==> config.mk <==
export PLATFORM = sky130hd
export DESIGN_NAME = packet_gen_axis_cfg
export DESIGN_NICKNAME = d
export VERILOG_FILES = /design/src/rtl/packet_gen_pkg.sv /design/src/rtl/prbs32_lfsr.sv /design/src/rtl/packet_gen_axis_cfg.sv
export SDC_FILE = /design/constraint.sdc
export NUM_CORES = 1
export LEC_CHECK = 0
export ABC_AREA = 1
export CAP_MARGIN = 40
export CORE_ASPECT_RATIO = 0.75
export CORE_UTILIZATION = 50
export CTS_BUF_LIST = sky130_fd_sc_hd__clkbuf_8 sky130_fd_sc_hd__clkbuf_16
export CTS_CLUSTER_SIZE = 16
export DETAILED_ROUTE_END_ITERATION = 7
export GPL_ROUTABILITY_DRIVEN = 0
export PLACE_DENSITY = 0.76
export SETUP_SLACK_MARGIN = 0.15
export SYNTH_ARGS = -nofsm -noshare
export SYNTH_HDL_FRONTEND = slang
export SYNTH_SLANG_ARGS = --single-unit
export TNS_END_PERCENT = 20
==> constraint.sdc <==
create_clock -name axis_aclk -period 7.3 [get_ports axis_aclk]
set_input_delay 1.46 -clock axis_aclk [delete_from_list [all_inputs] [get_ports axis_aclk]]
set_output_delay 1.46 -clock axis_aclk [all_outputs]
set_load 0.1 [all_outputs]
==> src/rtl/packet_gen_pkg.sv <==
// Shared types and constants for the AXI-Stream packet generator.
// Includes the single-step Galois LFSR update used by the PRBS payload.
package packet_gen_pkg;

  typedef enum logic [1:0] {
    MODE_INCR  = 2'd0,
    MODE_PRBS  = 2'd1,
    MODE_CONST = 2'd2,
    MODE_RSVD  = 2'd3
  } mode_e;

  typedef enum logic [1:0] {
    ST_IDLE = 2'd0,
    ST_SEND = 2'd1,
    ST_GAP  = 2'd2,
    ST_DONE = 2'd3
  } state_e;

  localparam logic [31:0] LFSR_POLY = 32'h8020_0003;
  localparam logic [31:0] LFSR_SEED = 32'hFFFF_FFFF;

  // Right-shifting Galois form: the bit shifted out of bit 0 selects the XOR mask.
  function automatic logic [31:0] lfsr_step(input logic [31:0] s);
    return (s >> 1) ^ (s[0] ? LFSR_POLY : 32'h0000_0000);
  endfunction

endpackage

==> src/rtl/prbs32_lfsr.sv <==
// 32-bit Galois LFSR with a synchronous load-to-seed and a step enable.
// Load takes priority over advance.
module prbs32_lfsr
  import packet_gen_pkg::*;
(
  input  logic        clk,
  input  logic        rst,
  input  logic        load,
  input  logic        advance,
  output logic [31:0] state
);

  logic [31:0] state_reg;

  always_ff @(posedge clk or posedge rst) begin
    if (rst) begin
      state_reg <= LFSR_SEED;
    end else if (load) begin
      state_reg <= LFSR_SEED;
    end else if (advance) begin
      state_reg <= lfsr_step(state_reg);
    end
  end

  assign state = state_reg;

endmodule

==> src/rtl/packet_gen_axis_cfg.sv <==
// Configurable AXI-Stream packet generator: INCR / PRBS / CONST payloads,
// programmable length, inter-packet gap and packet count per run.
module packet_gen_axis_cfg
  import packet_gen_pkg::*;
#(
  parameter int TDATA_WIDTH = 32,
  parameter int TKEEP_WIDTH = TDATA_WIDTH / 8,
  parameter int LEN_WIDTH   = 16,
  parameter int GAP_WIDTH   = 8
) (
  input  logic                   axis_aclk,
  input  logic                   axis_areset,
  input  logic                   enable,
  input  logic [1:0]             cfg_mode,
  input  logic [LEN_WIDTH-1:0]   cfg_len,
  input  logic [GAP_WIDTH-1:0]   cfg_gap,
  input  logic [15:0]            cfg_pkt_count,
  input  logic [TDATA_WIDTH-1:0] cfg_pattern,
  output logic [TDATA_WIDTH-1:0] m_axis_tdata,
  output logic [TKEEP_WIDTH-1:0] m_axis_tkeep,
  output logic                   m_axis_tvalid,
  output logic                   m_axis_tlast,
  input  logic                   m_axis_tready,
  output logic                   busy,
  output logic                   done,
  output logic [31:0]            pkt_sent
);

  state_e                 state_reg;
  mode_e                  mode_reg;
  logic [LEN_WIDTH-1:0]   rem_reg;
  logic [LEN_WIDTH-1:0]   byte_off_reg;
  logic [GAP_WIDTH-1:0]   gap_lat_reg;
  logic [GAP_WIDTH-1:0]   gap_cnt_reg;
  logic [15:0]            cnt_lat_reg;
  logic [15:0]            run_cnt_reg;
  logic [TDATA_WIDTH-1:0] pattern_reg;
  logic [31:0]            pkt_sent_reg;
  logic [31:0]            lfsr_state;

  logic                   valid;
  logic                   accept;
  logic                   last_beat;
  logic                   pkt_done;
  logic                   count_hit;
  logic                   start_pkt;
  logic                   run_start;
  logic [LEN_WIDTH-1:0]   cfg_len_eff;
  logic [7:0]             incr_base;

  assign valid       = (state_reg == ST_SEND);
  assign accept      = valid & m_axis_tready;
  // rem_reg holds the bytes still to send, so the final beat is the one covering the rest.
  assign last_beat   = (rem_reg <= LEN_WIDTH'(TKEEP_WIDTH));
  assign pkt_done    = accept & last_beat;
  assign count_hit   = (cnt_lat_reg != 16'd0) && ((run_cnt_reg + 16'd1) == cnt_lat_reg);
  assign run_start   = (state_reg == ST_IDLE) & enable;
  assign cfg_len_eff = (cfg_len == '0) ? LEN_WIDTH'(1) : cfg_len;
  // pkt_sent is stable for the whole packet, so its low byte is the INCR seed.
  assign incr_base   = pkt_sent_reg[7:0] + byte_off_reg[7:0];

  always_comb begin
    start_pkt = 1'b0;
    case (state_reg)
      ST_IDLE: start_pkt = enable;
      ST_SEND: start_pkt = pkt_done & ~count_hit & enable & (gap_lat_reg == '0);
      ST_GAP:  start_pkt = (gap_cnt_reg <= GAP_WIDTH'(1)) & enable;
      default: start_pkt = 1'b0;
    endcase
  end

  prbs32_lfsr u_lfsr (
    .clk     (axis_aclk),
    .rst     (axis_areset),
    .load    (run_start),
    .advance (accept),
    .state   (lfsr_state)
  );

  always_ff @(posedge axis_aclk or posedge axis_areset) begin
    if (axis_areset) begin
      state_reg    <= ST_IDLE;
      mode_reg     <= MODE_INCR;
      rem_reg      <= '0;
      byte_off_reg <= '0;
      gap_lat_reg  <= '0;
      gap_cnt_reg  <= '0;
      cnt_lat_reg  <= '0;
      run_cnt_reg  <= '0;
      pattern_reg  <= '0;
      pkt_sent_reg <= '0;
    end else begin
      if (start_pkt) begin
        mode_reg     <= mode_e'(cfg_mode);
        rem_reg      <= cfg_len_eff;
        byte_off_reg <= '0;
        gap_lat_reg  <= cfg_gap;
        cnt_lat_reg  <= cfg_pkt_count;
        pattern_reg  <= cfg_pattern;
      end else if (accept && !last_beat) begin
        rem_reg      <= rem_reg - LEN_WIDTH'(TKEEP_WIDTH);
        byte_off_reg <= byte_off_reg + LEN_WIDTH'(TKEEP_WIDTH);
      end

      if (pkt_done) begin
        pkt_sent_reg <= pkt_sent_reg + 32'd1;
      end

      case (state_reg)
        ST_IDLE: begin
          if (enable) begin
            state_reg   <= ST_SEND;
            run_cnt_reg <= 16'd0;
          end
        end
        ST_SEND: begin
          if (pkt_done) begin
            run_cnt_reg <= run_cnt_reg + 16'd1;
            if (count_hit) begin
              state_reg <= ST_DONE;
            end else if (!enable) begin
              state_reg <= ST_IDLE;
            end else if (gap_lat_reg != '0) begin
              state_reg   <= ST_GAP;
              gap_cnt_reg <= gap_lat_reg;
            end
          end
        end
        ST_GAP: begin
          if (gap_cnt_reg <= GAP_WIDTH'(1)) begin
            gap_cnt_reg <= '0;
            state_reg   <= enable ? ST_SEND : ST_IDLE;
          end else begin
            gap_cnt_reg <= gap_cnt_reg - GAP_WIDTH'(1);
          end
        end
        ST_DONE: begin
          if (!enable) begin
            state_reg <= ST_IDLE;
          end
        end
        default: state_reg <= ST_IDLE;
      endcase
    end
  end

  // Per-byte lane formatting; lanes beyond the remaining length are zeroed.
  genvar gi;
  generate
    for (gi = 0; gi < TKEEP_WIDTH; gi++) begin : g_lane
      logic [7:0] byte_val;
      logic       keep;

      assign keep = valid && (rem_reg > LEN_WIDTH'(gi));

      always_comb begin
        byte_val = 8'h00;
        case (mode_reg)
          MODE_PRBS:  byte_val = lfsr_state[8*(gi%4) +: 8];
          MODE_CONST: byte_val = pattern_reg[8*gi +: 8];
          default:    byte_val = incr_base + 8'(gi);
        endcase
      end

      assign m_axis_tkeep[gi]        = keep;
      assign m_axis_tdata[8*gi +: 8] = keep ? byte_val : 8'h00;
    end
  endgenerate

  assign m_axis_tvalid = valid;
  assign m_axis_tlast  = valid & last_beat;
  assign busy          = (state_reg == ST_SEND) || (state_reg == ST_GAP);
  assign done          = (state_reg == ST_DONE);
  assign pkt_sent      = pkt_sent_reg;

endmodule

; ---- Yosys cells after proc, flatten, opt, wreduce, memory -nomap -nowiden
; Index checks and enable logic that the tools add are counted.
[word_totals]
output_inout_bits = 72
word_cells = 105
inputBits = 78
ff_bits = 180
[op_classes]
n_bitwise = 10
n_eq_ne = 14
muxes = 35
n_reduce_logical = 20
n_addsub = 9
n_lt_le_gt_ge = 6
[ops]
columns = op, count
row1 = 16-bit 2-to-1 mux, 7
row2 = 32-bit 2-to-1 mux, 3
row3 = 8-bit case mux with 2 select lines, 5
row4 = 8-bit 2-to-1 mux, 9
row5 = 32-bit by 1-bit adder with 32-bit output (second input constant), 1
row6 = 16-bit by 1-bit greater-than comparator with 1-bit output (second input constant), 2
row7 = 16-bit by 2-bit greater-than comparator with 1-bit output (second input constant), 2
row8 = 16-bit case mux with 2 select lines, 1
row9 = 31-bit by 32-bit bitwise XOR with 32-bit output, 1
row10 = 16-bit by 1-bit adder with 16-bit output (second input constant), 1
row11 = 16-bit by 3-bit adder with 16-bit output (second input constant), 1
row12 = 8-bit by 2-bit adder with 8-bit output (second input constant), 2
row13 = 16-bit == test, 1
row14 = 16-bit by 3-bit <= comparator with 1-bit output (second input constant), 1
row15 = 16-bit zero test, 1
row16 = 16-bit nonzero test, 1
row17 = 16-bit by 3-bit subtractor with 16-bit output (second input constant), 1
row18 = 2-bit 2-to-1 mux, 7
row19 = 2-bit != test (second input constant), 5
row20 = 5-bit AND reduction, 2
row21 = 8-bit by 1-bit adder with 8-bit output (second input constant), 1
row22 = 8-bit adder, 1
row23 = 1-bit AND, 8
row24 = 8-bit by 1-bit <= comparator with 1-bit output (second input constant), 1
row25 = 17 further kinds, 29

; ---- Logic depth before layout (Yosys ltp)
; Gate-level depths: netlist of the first run.
[depth]
word_depth = 9
mapped_depth = 19
depth_no_buf = 18

; ---- Cells and area by module
; Synthesis of the first run repeated with hierarchy kept, for this count alone.
[unflattened]
hier_cells = 1300
hier_area_um2 = 10179.8
[by_module_without_submodules]
columns = mod, cells_per_inst, seq_area_each_um2, area_per_inst_um2, instances
row1 = packet_gen_axis_cfg, 1151, 3453.3, 8772.2, 1
row2 = prbs32_lfsr, 149, 840.8, 1407.6, 1

; ---- Worst setup path after synthesis of the first run
; No wires, ideal clock.
[synth_timing]
path_type = reg2out
start = register state_reg[1]
end = output m_axis_tdata[0]
slack_ps = 1369
t_required_ps = 5840
t_arrival_ps = 4471
stages_incl_launch_ff = 8
n_path_buf = 1
path_cell_list = dfrtp_1 > inv_1 > ha_1 > buf_1 > inv_1 > a21oi_1 > inv_1 > a311oi_1
[synth_via]
elab_chain_len = 3
[synth_rtl]
columns = element, line_no
row1 = start: declaration, packet_gen_axis_cfg.sv:29  ; state_e state_reg;
row2 = start signal: assignment, packet_gen_axis_cfg.sv:132  ; state_reg <= enable ? ST_SEND : ST_IDLE;
row3 = 2-bit by 1-bit == test with 1-bit output, packet_gen_axis_cfg.sv:51  ; assign valid = (state_reg == ST_SEND);
row4 = net m_axis_tvalid, packet_gen_axis_cfg.sv:21  ; output logic m_axis_tvalid,
row5 = 1-bit logical AND, packet_gen_axis_cfg.sv:154  ; assign keep = valid && (rem_reg > LEN_WIDTH'(gi));
row6 = net g_lane[0].keep, packet_gen_axis_cfg.sv:152  ; logic keep;
row7 = 8-bit 2-to-1 mux, packet_gen_axis_cfg.sv:166  ; assign m_axis_tdata[8*gi +: 8] = keep ? byte_val : 8'h00;
row8 = end: declaration, packet_gen_axis_cfg.sv:19  ; output logic [TDATA_WIDTH-1:0] m_axis_tdata,
; The timed path passes the listed nets, and every way through them passes these cells.

; ---- Worst setup path after layout of the first run
[layout_timing]
start = register pkt_sent_reg[3], in the netlist pkt_sent[3]
end = output m_axis_tdata[31]
[layout_via]
elab_chain_len = 4
[layout_rtl]
columns = element, line_no
row1 = start: declaration, packet_gen_axis_cfg.sv:38  ; logic [31:0] pkt_sent_reg;
row2 = start signal: assignment, packet_gen_axis_cfg.sv:106  ; pkt_sent_reg <= pkt_sent_reg + 32'd1;
row3 = 8-bit adder, packet_gen_axis_cfg.sv:60  ; assign incr_base = pkt_sent_reg[7:0] + byte_off_reg[7:0];
row4 = 8-bit by 2-bit adder with 8-bit output, packet_gen_axis_cfg.sv:161  ; default: byte_val = incr_base + 8'(gi);
row5 = 8-bit case mux with 2 select lines, packet_gen_axis_cfg.sv:158  ; case (mode_reg)
row6 = 8-bit 2-to-1 mux, packet_gen_axis_cfg.sv:166
; Every way passes these cells.

==> results.sh, run 1 <==
export IMPL_clkTransAtPathRegs_ps=70
export IMPL_die_h_um=124
export IMPL_clock_latency_ps=440
export IMPL_port_buffers=149
export IMPL_place_inst=1743
export IMPL_grt_pass1_wl_um=46800
export IMPL_clockRootBuffer="clkbuf_16"
export IMPL_synth_area_per_cell_um2=7.62
export IMPL_comb_power_share_pct=61.9
export IMPL_worstSetupPathType="reg2out"
export IMPL_cts_setup_buffers=0
export IMPL_post_synth_top_area_cell="dfrtp_1"
export IMPL_drv_slew=0
export IMPL_timing_rr_end="pattern_reg[25]"
export IMPL_p_leak_nw=6.42
export IMPL_viasPerCell=5.53
export IMPL_numClockSinks=170
export IMPL_dp_hpwl_um=21900
export IMPL_rsz0062_at_grt="no"
export IMPL_synth_seq_cells=170
export IMPL_setup_tns_ps=0
export IMPL_status="finished, final reports clean"
export IMPL_synth_edff_count=0
export IMPL_grt_pass1_vias=9170
export IMPL_holdPathEnd="pattern_reg[9]"
export IMPL_grtUsageTotal_pct=29.6
export IMPL_holdBufCountCts=0
export IMPL_synth_fp_nets=1404
export IMPL_final_cells=1775
export IMPL_yosys_top_cells_area="dfrtp_1 35%, nand2_1 14%, dfstp_2 8.4%, inv_1 6.2%, nand3_1 4.2%"
export IMPL_yosys_most_used_dff="dfrtp_1"
export IMPL_hp_class="reg2reg"
export IMPL_cts_resized_gates=0
export IMPL_nNetsFinal=1607
export IMPL_clock_skew_final_ps=13.5
export IMPL_ys_warn_count=0
export IMPL_cts_buffer_depth=2
export IMPL_pwr_share_seq_pct=22.9
export IMPL_p_per_area_nw_per_um2=461
export IMPL_overflow=0
export IMPL_cp_start_kind="register"
export IMPL_worstPathRequired_ps=5840
export IMPL_dr_pass1_iters=6
export IMPL_yosysSeqAreaShare_pct=43.1
export IMPL_first_iter_violations=922
export IMPL_period_share_pct=76.4
export IMPL_cp_end_kind="output port"
export IMPL_vias=9818
export IMPL_worst_pin_slew_ps=870
export IMPL_r2r_slack_ps=3980
export IMPL_worstPathArrival_ps=4120
export IMPL_rows=44
export IMPL_min_from="pattern_reg[9]"
export IMPL_area_growth_pct=35.5
export IMPL_antenna_found_initial=1
export IMPL_fp_coreArea_um2=19400
export IMPL_htree_levels=4
export IMPL_dieWidth_um=165
export IMPL_io_pins=150
export IMPL_synth_cell_type_count=46
export IMPL_swShare_pct=51.3
export IMPL_syn_inst=1306
export IMPL_numCtsBuffers=17
export IMPL_finalSetupViolations=0
export IMPL_reg2reg_from="rem_reg[2]"
export IMPL_grt_max_degree=67
export IMPL_routedWlPerCell_um=16.6
export IMPL_reg2reg_depth=14
export IMPL_finalHoldViolations=0
export IMPL_cap_violations=0
export IMPL_irDropWorstVdd_uv=626
export IMPL_drive_gt1_share_pct=11.7
export IMPL_max_freq_mhz=179
export IMPL_fin_crit_ps=5580
export IMPL_drtAntennaViolNets=0
export IMPL_clockPowerShare_pct=15.1
export IMPL_pre_cts_ws_ps=2350
export IMPL_p_total_mw=6.21
export IMPL_p_int_mw=3.03
export IMPL_async_flop_share_pct=100
export IMPL_maxSlewHeadroom_pct=42.0
export IMPL_p_sw_mw=3.19
export IMPL_wirelength_um=29400
export IMPL_antenna_cells=0
export IMPL_synth_top_cell_area_share_pct=34.7
export IMPL_drc=0
export IMPL_start_util_pct=51.2
export IMPL_cts_tree="yes"
export IMPL_setup_ws_ps=1720
export IMPL_dieArea_um2=20500
export IMPL_critPathMaxFanout=6
export IMPL_holdPathStages=2
export IMPL_netlist_area_um2=9950
[per-layer routing]
metal,up-vias,track usage [%],wire length (µm)
met4,2,9.29,674
met1,4625,42.0,13300
met5,-,0,10
met2,451,44.9,12900
li1,4670,-,-
met3,70,6.53,2460
[layout make-up]
class / instances / area (µm²)
Fill cell: 1475 / 5950
Inverter: 169 / 639
Tap cell: 253 / 317
Timing Repair Buffer: 231 / 2850
Sequential cell: 170 / 4290
Multi-Input combinational cell: 920 / 4780
Clock inverter: 14 / 151
Clock buffer: 18 / 450
[layout by cell type, fill, tap and decap left out, types with 21 or more instances in the layout]
master and n:
a21oi_1 32, a22oi_1 28, buf_8 62, clkdlybuf4s50_1 149
dfrtp_1 138, dfstp_2 32, inv_1 164, nand2_1 367
nand3_1 83, nand4_1 26, nor2_1 106, o21ai_0 49
o21ai_1 30, o22ai_1 21, xnor2_1 24, xor2_1 35
[synth_stat cells, types with 6 or more instances]
cell type  instances
inv_1            165
buf_4             10
xnor2_1           24
nand4_1           26
nor4_1            10
nor3_1            18
clkbuf_1          24
nand2_1          367
buf_2              9
a211oi_1           8
dfstp_2           32
o21ai_0           49
nand3_1           83
a21oi_1           32
nor2_2             8
a22oi_1           28
o21ai_1           30
ha_1              20
a221oi_1          15
o22ai_1           21
nor2_1           106
nor2_4             6
xor2_1            35
dfrtp_1          138
[kinds of logic (layout without fill, tap and decap cells)]
| kind of cell | after synthesis | in the layout | synth area share [%] |
|---|---|---|---|
| AOI/OAI and AO/OA | 197 | 197 | 12.2 |
| buffers and inverters | 216 | 432 | 8.86 |
| adders and majority gates | 20 | 20 | 2.51 |
| DFF | 170 | 170 | 43.1 |
| and+or+nand+nor | 642 | 642 | 27.7 |
| xor gates and xnor gates | 61 | 61 | 5.64 |
[power groups by stage]
stage	registers, mW	clock network [mW]	logic, mW
final	1.43	0.939	3.85
after global routing	1.45	0.980	4.09
after CTS	1.42	0.943	3.82
after detailed placement	1.43	0	3.80
after global placement	1.42	0	3.16
after floorplan	1.37	0	2.51
[critical path: stages (launching register included)]
cell	delay [ps]
dfrtp_1	440
ha_1	330
nand2_1	70
inv_1	50
nor2_1	320
inv_1	200
nor2_1	210
inv_1	100
nor2_1	260
inv_1	160
nor2_1	260
inv_1	90
o21ai_0	190
nand3_1	120
nand3_1	120
inv_1	60
clkdlybuf4s50_1	480
buf_8	200
[worst max path at each step]
| stage | from | endpoint | slack, ps | cells past startpoint |
|---|---|---|---|---|
| floorplan | axis_areset | byte_off_reg[2] | 1290 | 1 |
| global placement | pkt_sent[3] | m_axis_tdata[31] | 2140 | 15 |
| detailed placement | pkt_sent[3] | m_axis_tdata[31] | 2350 | 17 |
| CTS | pkt_sent[3] | m_axis_tdata[31] | 1850 | 17 |
| global route | pkt_sent[3] | m_axis_tdata[31] | 1490 | 17 |
| finish | pkt_sent[3] | m_axis_tdata[31] | 1720 | 17 |
[metrics by stage]
step	util [%]	hold WS (ps)	area, µm²
finish	69.4	487	13500
CTS	69.4	488	13500
global placement	59.6	465	11600
detailed placement	66.3	468	12900
floorplan	-	449	9950
global route	69.4	501	13500
(Power assumes the default switching activity.)
==> inputs of run 2 (changes only) <==
--- a/config.mk
+++ b/config.mk
@@ -13,7 +13,7 @@
 export CTS_CLUSTER_SIZE = 16
 export DETAILED_ROUTE_END_ITERATION = 7
 export GPL_ROUTABILITY_DRIVEN = 0
-export PLACE_DENSITY = 0.76
+export PLACE_DENSITY = 0.79
 export SETUP_SLACK_MARGIN = 0.15
 export SYNTH_ARGS = -nofsm -noshare
 export SYNTH_HDL_FRONTEND = slang
==> constraint.sdc (replaced) <==
create_clock -name axis_aclk -period 5.1 [get_ports axis_aclk]
set_input_delay 1.02 -clock axis_aclk [delete_from_list [all_inputs] [get_ports axis_aclk]]
set_output_delay 1.02 -clock axis_aclk [all_outputs]
set_load 0.1 [all_outputs]
==> run 2 against run 1 <==
Effect of this change:
- critical path depth decreased by 1
- clock skew about the same
- combinational power increased by 23%
- largest power group unchanged
- critical endpoint unchanged
- critical path type unchanged
- sequential share of layout area rose by 1.6 points
- worst hold slack worse by 5.2 ps
- largest cell class unchanged
- flip-flop and latch count did not move
- total power up 30%
==> results.sh, run 2 (synthesized netlist as in run 1, its figures left out) <==
export IMPL_status="finished, final reports clean"
export IMPL_fp_coreArea_um2=19400
export IMPL_cap_violations=0
export IMPL_overflow=0
export IMPL_port_buffers=149
export IMPL_grt_max_degree=171
export IMPL_worstPathArrival_ps=3600
export IMPL_worstPathRequired_ps=4080
export IMPL_irDropWorstVdd_uv=980
export IMPL_die_h_um=124
export IMPL_drc=0
export IMPL_p_leak_nw=6.21
export IMPL_r2r_slack_ps=1810
export IMPL_pre_cts_ws_ps=1050
export IMPL_cts_buffer_depth=2
export IMPL_clockRootBuffer="clkbuf_16"
export IMPL_numCtsBuffers=17
export IMPL_io_pins=150
export IMPL_setup_tns_ps=0
export IMPL_critPathMaxFanout=6
export IMPL_worst_pin_slew_ps=992
export IMPL_routedWlPerCell_um=16.6
export IMPL_cpMostUsedCell="inv_1"
export IMPL_hold_ws_ps=482
export IMPL_clock_latency_ps=440
export IMPL_rows=44
export IMPL_p_total_mw=8.10
export IMPL_cp_end_kind="output port"
export IMPL_antenna_found_initial=1
export IMPL_setup_ws_ps=480
export IMPL_cp_start_kind="register"
export IMPL_path_cells="ha_1 -> nand2_1 -> inv_1 -> nor2_1 -> inv_1 -> nor2_1 -> inv_1 -> nor2_2 -> inv_1 -> nor2_1 -> inv_1 -> o21ai_0 -> nand3_1 -> nand3_1 -> inv_1 -> buf_4"
export IMPL_area_growth_pct=28.9
export IMPL_cts_tree="yes"
export IMPL_hp_class="reg2reg"
export IMPL_fin_crit_ps=4620
export IMPL_cpPeakStageDelay_ps=440
export IMPL_dr_pass1_iters=6
export IMPL_numClockSinks=170
export IMPL_clock_skew_final_ps=13.4
export IMPL_finalHoldViolations=0
export IMPL_first_iter_violations=1225
export IMPL_grtUsageTotal_pct=29.1
export IMPL_period_share_pct=90.6
export IMPL_nNetsFinal=1573
export IMPL_worstSetupPathType="reg2out"
export IMPL_dp_hpwl_um=20700
export IMPL_fillers=1546
export IMPL_finalSetupViolations=0
export IMPL_clkTransAtPathRegs_ps=70
export IMPL_maxSlewHeadroom_pct=33.9
export IMPL_dieArea_um2=20500
export IMPL_grt_pass1_wl_um=46300
export IMPL_drtAntennaViolNets=0
export IMPL_vias=9751
export IMPL_final_common_cell="nand2_1"
export IMPL_dieWidth_um=165
export IMPL_place_inst=1709
export IMPL_cts_setup_buffers=0
export IMPL_wirelength_um=28900
export IMPL_start_util_pct=51.2
export IMPL_grt_pass1_vias=9178
export IMPL_htree_levels=4
export IMPL_slowest_stage="dfrtp_1"
export IMPL_drv_slew=0
export IMPL_holdBufCountCts=0
export IMPL_layout_common_cells="367 x nand2_1, 166 x inv_1, 138 x dfrtp_1"
export IMPL_viasPerCell=5.60
export IMPL_antenna_cells=0
export IMPL_final_cells=1741
export IMPL_drive_gt1_share_pct=12.0
export IMPL_cts_resized_gates=0
export IMPL_rsz0062_at_grt="no"
export IMPL_max_freq_mhz=216
export IMPL_p_per_area_nw_per_um2=632
-- run 2: stage by stage --
stage	utilization (%)	cell area (µm²)
2_1_floorplan	-	9960
3_3_place_gp	59.2	11500
3_5_place_dp	63.0	12200
4_1_cts	66.0	12800
5_1_grt	66.0	12800
6_report	66.0	12800
-- run 2: layout make-up --
type	count	area [µm²]	area share (%)
inverters	169	638	4.97
multi-input cells	920	4790	37.3
clock buffers	19	453	3.53
repair buffers	197	2200	17.2
well taps	253	317	2.47
clock inverters	13	139	1.08
flip-flops and latches	170	4290	33.5
-- run 2: final timing paths --
check                                startpoint               end  depth (start not counted)
worst max-delay path                pkt_sent[3]  m_axis_tdata[31]                         16
worst min-delay path            pattern_reg[13]   pattern_reg[13]                          2
worst max register to register       rem_reg[2]        rem_reg[3]                         14
worst min register to register  pattern_reg[13]   pattern_reg[13]                          2
max in group asynchronous           axis_areset   pattern_reg[29]                          3
min in group asynchronous           axis_areset    gap_lat_reg[3]                          3
-- run 2: worst max-delay path, delay by kind of cell, from the launching register on --
family                   cells  cell delay [ps]
AND/OR/NAND/NOR              7             1310
buffers and inverters        7              880
flip-flops                   1              440
adder cells (fa/ha/maj)      1              330
AO/OA/AOI/OAI                1              200
-- run 2: power by group --
group / internal [mW] / total [mW] / leakage, nW / switching, mW
sequential: 1.74 / 2.04 / 2.11 / 0.299
combinational: 1.24 / 4.74 / 3.82 / 3.50
clock: 0.751 / 1.33 / 0.290 / 0.576
-- run 2: per-layer routing --
layer  global-route usage (%)  part of all wire (%)  routed length, µm
met4                     9.52                   2.4                691
met5                        0                 0.052                 15
met1                     41.8                    45              12900
met2                     43.6                    44              12700
met3                     6.23                   8.6               2480
==> inputs of run 3 (changes only) <==
--- a/config.mk
+++ b/config.mk
@@ -12,7 +12,7 @@
 export CTS_BUF_LIST = sky130_fd_sc_hd__clkbuf_8 sky130_fd_sc_hd__clkbuf_16
 export CTS_CLUSTER_SIZE = 16
 export DETAILED_ROUTE_END_ITERATION = 7
-export GPL_ROUTABILITY_DRIVEN = 0
+export HOLD_SLACK_MARGIN = 0.12
 export PLACE_DENSITY = 0.79
 export SETUP_SLACK_MARGIN = 0.15
 export SYNTH_ARGS = -nofsm -noshare
==> run 3 against run 2 <==
Effect of this change:
- register-to-register slack about the same
- non-clock buffer count decreased by 1
- final area increased by 0.21%
- critical path type unchanged
- clock power increased by 3%
==> results.sh, run 3 (synthesized netlist as in run 1, its figures left out) <==
export IMPL_wirelength_um=28800
export IMPL_fin_crit_ps=4570
export IMPL_clock_skew_final_ps=10.8
export IMPL_numClockSinks=170
export IMPL_p_leak_nw=6.23
export IMPL_worstSetupPathType="reg2out"
export IMPL_worstPathArrival_ps=3550
export IMPL_grt_pass1_wl_um=46200
export IMPL_fp_coreArea_um2=19400
export IMPL_rows=44
export IMPL_hold_ws_ps=490
export IMPL_cpMostUsedCell="inv_1"
export IMPL_routedWlPerCell_um=16.6
export IMPL_antenna_found_initial=1
export IMPL_critPathMaxFanout=6
export IMPL_hp_class="reg2reg"
export IMPL_dpl_cell_area_um2=12200
export IMPL_die_h_um=124
export IMPL_period_share_pct=89.7
export IMPL_first_iter_violations=1033
export IMPL_p_per_area_nw_per_um2=634
export IMPL_worst_pin_slew_ps=979
export IMPL_final_common_cell="nand2_1"
export IMPL_place_inst=1708
export IMPL_start_util_pct=51.2
export IMPL_drive_gt1_share_pct=11.8
export IMPL_utilization_pct=66.2
export IMPL_irDropWorstVdd_uv=939
export IMPL_clockRootBuffer="clkbuf_16"
export IMPL_cap_violations=0
export IMPL_vias=9634
export IMPL_dr_pass1_iters=6
export IMPL_overflow=0
export IMPL_clkTransAtPathRegs_ps=70
export IMPL_worstPathRequired_ps=4080
export IMPL_slowest_stage="dfrtp_1"
export IMPL_htree_levels=4
export IMPL_drc=0
export IMPL_viasPerCell=5.54
export IMPL_final_cells=1740
export IMPL_port_buffers=149
export IMPL_gp_congestion=0.975
export IMPL_nNetsFinal=1572
export IMPL_rsz0062_at_grt="no"
export IMPL_area_growth_pct=29.2
export IMPL_holdBufCountCts=0
export IMPL_max_freq_mhz=219
export IMPL_grt_max_degree=171
export IMPL_cts_setup_buffers=0
export IMPL_path_cells="ha_1 -> nand2_1 -> inv_1 -> nor2_1 -> inv_1 -> nor2_1 -> inv_1 -> nor2_1 -> inv_1 -> nor2_1 -> inv_1 -> o21ai_0 -> nand3_1 -> nand3_1 -> inv_1 -> buf_4"
export IMPL_dp_hpwl_um=20800
export IMPL_cts_resized_gates=0
export IMPL_setup_ws_ps=527
export IMPL_drtAntennaViolNets=0
export IMPL_layout_common_cells="367 x nand2_1, 167 x inv_1, 138 x dfrtp_1"
export IMPL_dieArea_um2=20500
export IMPL_dieWidth_um=165
export IMPL_cts_buffer_depth=2
export IMPL_maxSlewHeadroom_pct=34.7
export IMPL_numCtsBuffers=17
export IMPL_finalSetupViolations=0
export IMPL_antenna_cells=0
export IMPL_clock_latency_ps=440
export IMPL_grt_pass1_vias=9362
export IMPL_cp_start_kind="register"
export IMPL_cts_tree="yes"
export IMPL_drv_slew=0
export IMPL_finalHoldViolations=0
export IMPL_cpPeakStageDelay_ps=430
export IMPL_fin_area_um2=12900
export IMPL_cp_end_kind="output port"
export IMPL_grtUsageTotal_pct=28.9
export IMPL_io_pins=150
export IMPL_status="finished, final reports clean"
export IMPL_pre_cts_ws_ps=1070
==> run 3: metal layers <==
metal | up-vias | GRT usage [%] | share of wire, %
met1 | 4575 | 41.6 | 46
met5 | - | 0 | 0.045
met4 | 2 | 10.1 | 2.4
met2 | 409 | 43.6 | 44
met3 | 60 | 5.53 | 7.8
li1 | 4588 | - | -
==> run 3: cell type report <==
type | count | area, µm²
Fill cell | 1571 | 6580
Multi-Input combinational cell | 920 | 4780
Sequential cell | 170 | 4290
Timing Repair Buffer | 196 | 2210
Inverter | 169 | 638
Clock buffer | 18 | 439
Tap cell | 253 | 317
Clock inverter | 14 | 173
==> run 3: path summary, 6_finish.rpt <==
check                                     from                to  slack (ps)  cells after the start
max in group asynchronous          axis_areset        rem_reg[3]        3150                      3
worst min-delay path            pattern_reg[9]    pattern_reg[9]         490                      2
worst min register to register  pattern_reg[9]    pattern_reg[9]         490                      2
worst max register to register      rem_reg[2]    run_cnt_reg[2]        1820                     10
worst max-delay path               pkt_sent[3]  m_axis_tdata[31]         530                     16
min in group asynchronous          axis_areset    cnt_lat_reg[2]        1180                      3
==> run 3: worst max-delay path, delay by kind of cell (launching register included) <==
family	cells	cell delay, ps
flip-flops	1	430
adder cells (fa/ha/maj)	1	330
buffers and inverters	7	850
AND/OR/NAND/NOR	7	1350
AO/OA/AOI/OAI	1	160
==> run 3: power by group <==
group | leakage, nW | internal (mW) | switching, mW | total (mW)
Combinational | 3.82 | 1.26 | 3.49 | 4.75
Clock | 0.308 | 0.790 | 0.579 | 1.37
Sequential | 2.11 | 1.74 | 0.289 | 2.03
Total | 6.23 | 3.79 | 4.36 | 8.15
==> run 3: stage by stage <==
step | TNS, ps | power, mW
floorplan | -4350 | 5.55
global placement | 0 | 6.52
detailed placement | 0 | 6.72
CTS | 0 | 8.12
global route | 0 | 8.60
finish | 0 | 8.15
